[src/rtl/delay_timer_pkg.sv]
// -----------------------------------------------------------------------------
// delay_timer_pkg
// Shared types for the multi-channel delay timer.
//   state_t : per-channel FSM states (IDLE, COUNTING, FIRE, WAIT_LOW)
//   mode_t  : per-channel operating mode (ONESHOT, RETRIG, PERIODIC, reserved)
// Helper functions classify a captured mode so the channel FSM reads cleanly.
// -----------------------------------------------------------------------------
package delay_timer_pkg;

    typedef enum logic [1:0] {
        IDLE     = 2'd0,
        COUNTING = 2'd1,
        FIRE     = 2'd2,
        WAIT_LOW = 2'd3
    } state_t;

    typedef enum logic [1:0] {
        ONESHOT   = 2'd0,
        RETRIG    = 2'd1,
        PERIODIC  = 2'd2,
        MODE_RSVD = 2'd3
    } mode_t;

    // Only PERIODIC re-arms from FIRE; the reserved code falls back to one-shot.
    function automatic logic is_periodic(input mode_t m);
        return (m == PERIODIC);
    endfunction

    // Only RETRIG lets a fresh trigger event restart a running count.
    function automatic logic is_retrig(input mode_t m);
        return (m == RETRIG);
    endfunction

endpackage

[src/rtl/delay_timer_channel.sv]
// -----------------------------------------------------------------------------
// delay_channel
// One independent delay channel: a rising edge on trigger starts an n-cycle
// delay, after which time_out pulses for exactly one cycle.
//
// Ports
//   clk      : clock, all state changes on the rising edge
//   rst      : asynchronous active-high reset
//   trigger  : trigger level; events are detected on its rising edge
//   n        : delay in cycles (0 disables the channel), captured at load
//   mode     : operating mode (see delay_timer_pkg::mode_t), captured at load
//   cancel   : (only with DELAY_TIMER_CANCEL_EN) forces the channel to IDLE
//   time_out : registered one-cycle fire pulse, high only while in FIRE
//   busy     : registered, high whenever the channel is not IDLE
// -----------------------------------------------------------------------------
module delay_channel
    import delay_timer_pkg::*;
#(
    parameter int WIDTH = 7
) (
    input  logic             clk,
    input  logic             rst,
    input  logic             trigger,
    input  logic [WIDTH-1:0] n,
    input  logic [1:0]       mode,
`ifdef DELAY_TIMER_CANCEL_EN
    input  logic             cancel,
`endif
    output logic             time_out,
    output logic             busy
);

    state_t           state_r;
    state_t           state_s;
    state_t           state_nom_s;
    logic [WIDTH-1:0] count_r;
    logic [WIDTH-1:0] count_s;
    logic [WIDTH-1:0] n_cap_r;
    logic [WIDTH-1:0] n_cap_s;
    mode_t            mode_cap_r;
    mode_t            mode_cap_s;
    logic             trig_prev_r;
    logic             trig_ev_s;
    logic             time_out_r;
    logic             busy_r;

    // Rising-edge detect against the registered previous trigger level.
    assign trig_ev_s = trigger & ~trig_prev_r;

    // Next-state, counter and capture logic.
    always_comb begin
        state_nom_s = state_r;
        count_s     = count_r;
        n_cap_s     = n_cap_r;
        mode_cap_s  = mode_cap_r;
        case (state_r)
            IDLE: begin
                // n == 0 leaves the channel disabled even on a trigger event.
                if (trig_ev_s && (n != {WIDTH{1'b0}})) begin
                    state_nom_s = COUNTING;
                    count_s     = n - WIDTH'(1);
                    n_cap_s     = n;
                    mode_cap_s  = mode_t'(mode);
                end else begin
                    state_nom_s = IDLE;
                end
            end
            COUNTING: begin
                // A retrigger is a fresh load: n and mode are sampled again.
                if (trig_ev_s && is_retrig(mode_cap_r)) begin
                    if (n != {WIDTH{1'b0}}) begin
                        state_nom_s = COUNTING;
                        count_s     = n - WIDTH'(1);
                        n_cap_s     = n;
                        mode_cap_s  = mode_t'(mode);
                    end else begin
                        state_nom_s = IDLE;
                    end
                end else if (count_r == {WIDTH{1'b0}}) begin
                    state_nom_s = FIRE;
                end else begin
                    count_s = count_r - WIDTH'(1);
                end
            end
            FIRE: begin
                if (trigger) begin
                    if (is_periodic(mode_cap_r)) begin
                        state_nom_s = COUNTING;
                        count_s     = n_cap_r - WIDTH'(1);
                    end else begin
                        state_nom_s = WAIT_LOW;
                    end
                end else begin
                    state_nom_s = IDLE;
                end
            end
            WAIT_LOW: begin
                if (!trigger) begin
                    state_nom_s = IDLE;
                end else begin
                    state_nom_s = WAIT_LOW;
                end
            end
            default: begin
                state_nom_s = IDLE;
                count_s     = {WIDTH{1'b0}};
            end
        endcase
    end

`ifdef DELAY_TIMER_CANCEL_EN
    // Cancel wins over every trigger and FIRE transition.
    assign state_s = cancel ? IDLE : state_nom_s;
`else
    // Without cancel the nominal transition is final.
    assign state_s = state_nom_s;
`endif

    // State, counter, capture and registered output flops.
    always_ff @(posedge clk or posedge rst) begin
        if (rst) begin
            state_r     <= IDLE;
            count_r     <= {WIDTH{1'b0}};
            n_cap_r     <= {WIDTH{1'b0}};
            mode_cap_r  <= ONESHOT;
            // Reset to 1 so a trigger held high through reset is not an event.
            trig_prev_r <= 1'b1;
            time_out_r  <= 1'b0;
            busy_r      <= 1'b0;
        end else begin
            state_r     <= state_s;
            count_r     <= count_s;
            n_cap_r     <= n_cap_s;
            mode_cap_r  <= mode_cap_s;
            trig_prev_r <= trigger;
            time_out_r  <= (state_s == FIRE);
            busy_r      <= (state_s != IDLE);
        end
    end

    assign time_out = time_out_r;
    assign busy     = busy_r;

endmodule

[src/rtl/delay_timer.sv]
// -----------------------------------------------------------------------------
// delay_timer
// CHANNELS fully independent delay timers sharing only clk and rst.
// Optional feature macro: DELAY_TIMER_CANCEL_EN adds a per-channel cancel input.
//
// Ports
//   clk      : clock
//   rst      : asynchronous active-high reset
//   trigger  : [CHANNELS]        trigger level, bit i -> channel i
//   n        : [CHANNELS*WIDTH]  delay, channel i at [i*WIDTH +: WIDTH]
//   mode     : [2*CHANNELS]      mode, channel i at [2i +: 2]
//   cancel   : [CHANNELS]        only with DELAY_TIMER_CANCEL_EN
//   time_out : [CHANNELS]        registered one-cycle fire pulse per channel
//   busy     : [CHANNELS]        per-channel not-IDLE indication
// -----------------------------------------------------------------------------
module delay_timer
    import delay_timer_pkg::*;
#(
    parameter int WIDTH    = 7,
    parameter int CHANNELS = 4
) (
    input  logic                      clk,
    input  logic                      rst,
    input  logic [CHANNELS-1:0]       trigger,
    input  logic [CHANNELS*WIDTH-1:0] n,
    input  logic [2*CHANNELS-1:0]     mode,
`ifdef DELAY_TIMER_CANCEL_EN
    input  logic [CHANNELS-1:0]       cancel,
`endif
    output logic [CHANNELS-1:0]       time_out,
    output logic [CHANNELS-1:0]       busy
);

    for (genvar i = 0; i < CHANNELS; i++) begin : g_ch
        delay_channel #(
            .WIDTH (WIDTH)
        ) u_channel (
            .clk      (clk),
            .rst      (rst),
            .trigger  (trigger[i]),
            .n        (n[i*WIDTH +: WIDTH]),
            .mode     (mode[2*i +: 2]),
`ifdef DELAY_TIMER_CANCEL_EN
            .cancel   (cancel[i]),
`endif
            .time_out (time_out[i]),
            .busy     (busy[i])
        );
    end

endmodule

[config.mk]
export PLATFORM = sky130hd
export DESIGN_NAME = delay_timer
export DESIGN_NICKNAME = d
export VERILOG_FILES = /design/src/rtl/delay_timer_pkg.sv /design/src/rtl/delay_timer_channel.sv /design/src/rtl/delay_timer.sv
export SDC_FILE = /design/constraint.sdc
export NUM_CORES = 1
export LEC_CHECK = 0
export CORE_ASPECT_RATIO = 1.75
export CORE_MARGIN = 5
export CORE_UTILIZATION = 50
export DETAILED_ROUTE_END_ITERATION = 10
export DONT_BUFFER_PORTS = 1
export PLACE_DENSITY_LB_ADDON = 0.3
export SKIP_LAST_GASP = 1
export SYNTH_ARGS = -nofsm -noshare
export SYNTH_HDL_FRONTEND = slang
export SYNTH_SLANG_ARGS = --single-unit
[constraint.sdc]
create_clock -name clk -period 7.07 [get_ports clk]
set_input_delay 1.414 -clock clk [delete_from_list [all_inputs] [get_ports clk]]
set_output_delay 1.414 -clock clk [all_outputs]
set_load 0.01 [all_outputs]
Yosys cells after proc, flatten, opt, wreduce, memory -nomap -nowiden. Index checks and enable logic that the tools add are counted.

Flip-flop bits (word level): 84. Input port bits: 42. Output and inout bits: 8. Logic and storage cells: 232.

Add/sub/neg operators: 12. Eq/ne operators: 52. Multiplexer cells: 92. Bitwise logic cells: 8. Reductions and logical operators: 40.

Operators with widths (number): 7-bit two-way mux (36); 7-bit case mux with 3 select lines (4); 7-bit by 1-bit subtractor with 7-bit output, second input constant (12); 2-bit two-way mux (32); 7-bit case mux with 2 select lines (4); 2-bit equality test, second input constant (16); 2-bit by 1-bit != test with 1-bit output, second input constant (16); 2-bit case mux with 4 select lines (4); 7-bit logical NOT (4); 7-bit nonzero test (4); 6-bit AND reduction (4); 2-bit by 1-bit equality test with 1-bit output, second input constant (8); 2-bit case mux with 2 select lines (4); 4-bit AND reduction (4); 2-bit nonzero test (8); 3-bit by 2-bit != test with 1-bit output, second input constant (4); 3-bit != test, second input constant (4); 3-bit nonzero test (4); 1-bit logical AND (8); 2-bit logical NOT (4); 1-bit two-way mux (8); 2-bit != test, second input constant (4); 1-bit bitwise AND (4); 1-bit inverter (4).

Depth between registers and ports, before layout.
Word-level depth: 6. Depth in mapped cells: 10. Depth with buffers taken out: 8.

Hierarchy. Synthesis repeated with hierarchy kept, for this count alone.

Cells, all modules: 608. Area total of the unflattened synthesis: 5947.0 um^2.

By module, submodules not included: delay_channel (g_ch[0].u_channel ...) (times used 3, cells each 154, area an instance 1486.4 um^2, seq. area each 526.8 um^2); delay_channel (g_ch[3].u_channel) (times used 1, cells each 146, area an instance 1487.7 um^2, seq. area each 526.8 um^2).

Least setup slack after synthesis. OpenSTA, ideal clock, no wires.

Path kind: input to register. From: in n[23]. To: reg g_ch[3].u_channel.busy_r. Library setup time: 0.124 ns. Arrival time: 2.702 ns. Required time: 6.946 ns. Slack: 4.244 ns. Stages on the path: 6. Buffers on the path: 0. Cell sequence: nor4_1 -> and3b_1 -> o22ai_1 -> a211o_1 -> and2_1 -> or2_1.

Word-level cells in the longest chain between the ends: 5. Elaborated cells between the ends (all ways): 7. Classes of those cells: 4 x mux; 3 x reduce/logical.

Ends and longest elaborated chain: from (decl) (line delay_timer.sv:25) `input logic [CHANNELS*WIDTH-1:0] n,`; 7-bit nonzero test (*) (line delay_timer_channel.sv:59, delay_timer_channel.sv:71); 1-bit two-way mux or 1-bit logical AND (tied branches) (line delay_timer_channel.sv:71, delay_timer_channel.sv:59); 2-bit two-way mux or 1-bit two-way mux (tied branches) (line delay_timer_channel.sv:70, delay_timer_channel.sv:59); 2-bit case mux with 4 select lines (*) (line delay_timer_channel.sv:56) `case (state_r)`; net g_ch[3].u_channel.state_nom_s[0] (line delay_timer_channel.sv:35) `state_t state_nom_s;`; 2-bit nonzero test (*) (line delay_timer_channel.sv:137) `busy_r <= (state_s != IDLE);`; to (signal assigned) (line delay_timer_channel.sv:137); to (decl) (line delay_timer_channel.sv:45) `logic busy_r;`.

The timed path passes the listed nets; every way through them passes the cells marked *. A chain may end at the register's enable or synchronous reset.

Worst setup path in the final report.
From: in trigger[1]. To: reg g_ch[1].u_channel.count_r[0].

Word-level cells in the longest chain between the ends: 4. Elaborated cells between the ends (all ways): 10. Classes of those cells: 4 x eq/ne; 2 x mux; 1 x bitwise; 3 x reduce/logical.

Ends and longest elaborated chain: from (decl) (line delay_timer.sv:24) `input logic [CHANNELS-1:0] trigger,`; 1-bit bitwise AND (line delay_timer_channel.sv:48) `assign trig_ev_s = trigger & ~trig_prev_r;`; 1-bit logical AND (on tied branches) (line delay_timer_channel.sv:70, delay_timer_channel.sv:59); 3-bit != test (no source line), or another cell as far along; 6-bit AND reduction (no source line) or 7-bit case mux with 3 select lines (tied branches); to (signal assigned) (line delay_timer_channel.sv:123) `count_r <= {WIDTH{1'b0}};`; to (signal assigned) (line delay_timer_channel.sv:132) `count_r <= count_s;`; to (decl) (line delay_timer_channel.sv:36) `logic [WIDTH-1:0] count_r;`.

Parallel ways exist; a longest one is shown, timed or not.

==> summary.txt <==
Logic synthesis
  • Synth async-reset ratio: 100.0%
  • Syn avg cell area: 9.302 µm²
  • Synth Cell Area: 5628 µm²
  • Post-synth EDFFs: 0
  • Sequential-to-total area share from yosys stat: 37.44%
  • Synth Warn #: 0
  • Most used DFF post-synth: dfrtp_1
  • Gate Count Post-Synth: 605
  • Number of synthesized register bits: 84
  • Syn_nets: 687
  • Distinct cells, synth: 57

Finish
  • Nets@finish: 675
  • Ant diodes: 0
  • Syn-to-layout area delta: 5.758%
  • Multi-input logic area: 3221 µm²
  • Share of layout cells above drive strength 1: 11.04%
  • FF/Latch Area: 2107 µm²
  • Fin area: 5952 µm²
  • Number of fill cells in the layout: 1,026
  • Post-route insts no fill: 730

Pwr
  • Power density over the cells: 427.1 nW/µm²
  • Pleak: 2.499 nW
  • Total power: 2.542 mW
  • Peak VDD IR: 0.1985 mV

Die
  • DIE HEIGHT: 150.4 µm
  • # rows: 51
  • # IOs: 50
  • Die width: 90.20 µm
  • Die ar.: 13,560 µm²
  • Core Box Area: 11,100 µm²
  • Starting Density: 50.69%

Route
  • Remaining DRCs: 0
  • DR pass1 iterations: 5
  • Total number of vias: 4,342
  • Vias per cell: 5.948
  • Antenna Violating Nets Remaining: 0
  • Final wirelength: 11,850 µm
  • DR iter-0 viols: 198
  • Wire per inst: 16.24 µm

GRT
  • Overflow after GRT: 0
  • Gr usage total: 17.93%
  • Largest net degree at the start of global routing: 85
  • Initial antenna violation count: 0
  • First-pass GRT wire length: 20,220 µm
  • Vias in the first global route: 4,493

Clock network
  • Root Driver: clkbuf_16
  • Worst-Skew Late Latency: 0.34 ns
  • Hold-fix buffers, CTS: 0
  • CTS tree: built
  • Clock sink count: 84
  • TritonCTS Buffers: 9
  • Htree depth: 3
  • Worst-path clk slew: 0.06 ns
  • Post-CTS sizing: 0
  • Post-CTS Setup Inserts: 0
  • Clock Path Buffers: 2

Timing
  • Unrepaired setup endpoints after global routing: no
  • Setup-failing EPs final: 0
  • Max Fclk: 352.4 MHz
  • Worst Hold Slack: 0.5259 ns
  • Crit path time final: 2.838 ns
  • Final hold vios: 0
  • Fin Setup TNS: 0 ns
  • Skew final: 0.006054 ns
  • Worst-margin pin slew: 1.072 ns
  • Slew Viols, Final: 0
  • Tcrit/Tclk final: 40.14%
  • Relative slew slack: 28.56%

Hold path
  • Hold depth: 2
  • Hold crit path type: flop to flop
  • Endpoint, Worst Hold: g_ch[3].u_channel.count_r[5]
  • Worst min-delay path startpoint: g_ch[3].u_channel.count_r[5]

Critical path
  • CP required: 7.24 ns
  • Data arrival time at the worst-slack endpoint: 3.01 ns
  • Critical Path Fanout Max: 14
  • Worst setup SP type: primary input
  • CP Capture Type: flop
  • R2R cell count: 7
  • Crit Path Category: primary input to flop
  • R2R Path End: g_ch[1].u_channel.count_r[0]
  • Worst R2R Start: g_ch[1].u_channel.count_r[0]
  • R2r setup slk: 4.49 ns

Placement
  • Port buffer count: 0
  • # placed instances: 714
  • Post-DP HPWL: 9101 µm
  • Placed inst area: 5670 µm²
  • Gpl congestion: 0.8483

Outcome
  • Outcome: finished, final reports clean

Job
  • Total of max-cap violations: 0
[Yosys cell counts (9+ instances only)]
| master | number | area (µm²) |
|---|---|---|
| dfrtp_1 | 80 | 2002 |
| nand2_1 | 64 | 240.2 |
| inv_1 | 45 | 168.9 |
| o21ai_0 | 42 | 210.2 |
| ha_1 | 40 | 500.5 |
| o22ai_1 | 32 | 200.2 |
| xnor2_1 | 32 | 280.3 |
| mux2_2 | 28 | 315.3 |
| a21oi_1 | 27 | 135.1 |
| nor2_1 | 23 | 86.33 |
| xor2_1 | 22 | 192.7 |
| nor3_1 | 17 | 85.08 |
| a22oi_1 | 14 | 105.1 |
| nand2b_1 | 10 | 62.56 |
| buf_4 | 9 | 67.56 |
[area by class of cell]
type | count | share of cell area [%]
Inverter | 45 | 2.859
Clock inverter | 7 | 0.9460
Timing Repair Buffer | 1 | 0.1261
Multi-Input combinational cell | 452 | 54.11
Sequential cell | 84 | 35.40
Tap cell | 132 | 2.775
Clock buffer | 9 | 3.784
[critical path, stage by stage]
cell and delay, ns:
nand2b_1 0.09, nor3b_1 0.41, a21oi_1 0.13, o221ai_1 0.71, o21ai_0 0.24
[worst max path at each step]
stage | from | to | slack, ns | depth (start not counted)
3_5_place_dp | trigger[1] | g_ch[1].u_channel.count_r[1] | 3.92 | 6
4_1_cts | n[16] | g_ch[2].u_channel.count_r[4] | 4.27 | 4
3_3_place_gp | n[11] | g_ch[1].u_channel.count_r[0] | 3.94 | 4
6_report | trigger[1] | g_ch[1].u_channel.count_r[0] | 4.23 | 5
5_1_grt | n[16] | g_ch[2].u_channel.count_r[4] | 4.08 | 4
2_1_floorplan | rst | g_ch[0].u_channel.busy | 3.50 | 1
[sequential cells by signal, indices dropped and copies added (netlist names)]
register and flops:
g_ch.u_channel.n_cap_r 28, g_ch.u_channel.time_out 4, g_ch.u_channel.trig_prev_r 4, g_ch.u_channel.count_r 28
g_ch.u_channel.state_r 8, g_ch.u_channel.busy 4, g_ch.u_channel.mode_cap_r 8
[cell usage in the layout, fill, tap and decap left out, drive strengths merged, types with 3 or more instances in the layout]
cell type / n
or3: 5
xor2: 22
nor4: 8
nand3b: 5
dfstp: 4
a22oi: 14
nand3: 7
o21ai: 42
nor3: 19
xnor2: 32
a221oi: 7
nor4b: 4
a211oi: 5
clkbuf: 9
clkinv: 3
o2bb2ai: 6
mux2: 28
nand2b: 10
nor2b: 5
or2: 7
nor3b: 6
nor2: 23
a21oi: 27
nand2: 64
dfrtp: 80
nand4bb: 4
ha: 40
o2111ai: 3
inv: 48
and2: 4
o22ai: 32
[stage by stage]
| step | util, % | worst slack (ns) |
|---|---|---|
| after global placement | 51.07 | 3.940 |
| after CTS | 53.61 | 4.273 |
| final | 53.61 | 4.232 |
| after floorplan | - | 3.497 |
| after detailed placement | 51.07 | 3.921 |
| after global routing | 53.61 | 4.083 |
[per-layer routing]
layer / global-route usage [%] / part of all wire [%] / up-vias
met4: 9.091 / 4.0 / 0
li1: - / - / 2113
met1: 17.71 / 36 / 2083
met2: 34.97 / 56 / 108
met3: 3.300 / 3.7 / 38
met5: 0 / 0 / -
[cell families (layout without fill, tap and decap cells)]
kind of cell    Yosys count  in the layout  share of synthesized area, %
buf+inv                  69             62                         5.336
mux                      28             28                         5.602
simple gates            181            181                         17.63
flops                    84             84                         37.44
xor+xnor                 54             54                         8.404
compound gates          149            149                         16.70
fa+ha+maj                40             40                         8.893
[power by group]
part / internal, mW / leakage [nW] / total, mW / switching [mW]
clock: 0.243 / 0.137 / 0.448 / 0.205
sequential: 0.694 / 1.03 / 0.917 / 0.224
combinational: 0.553 / 1.33 / 1.18 / 0.624
total: 1.49 / 2.50 / 2.54 / 1.05
No activity file was read; power rests on OpenSTA's default activity.
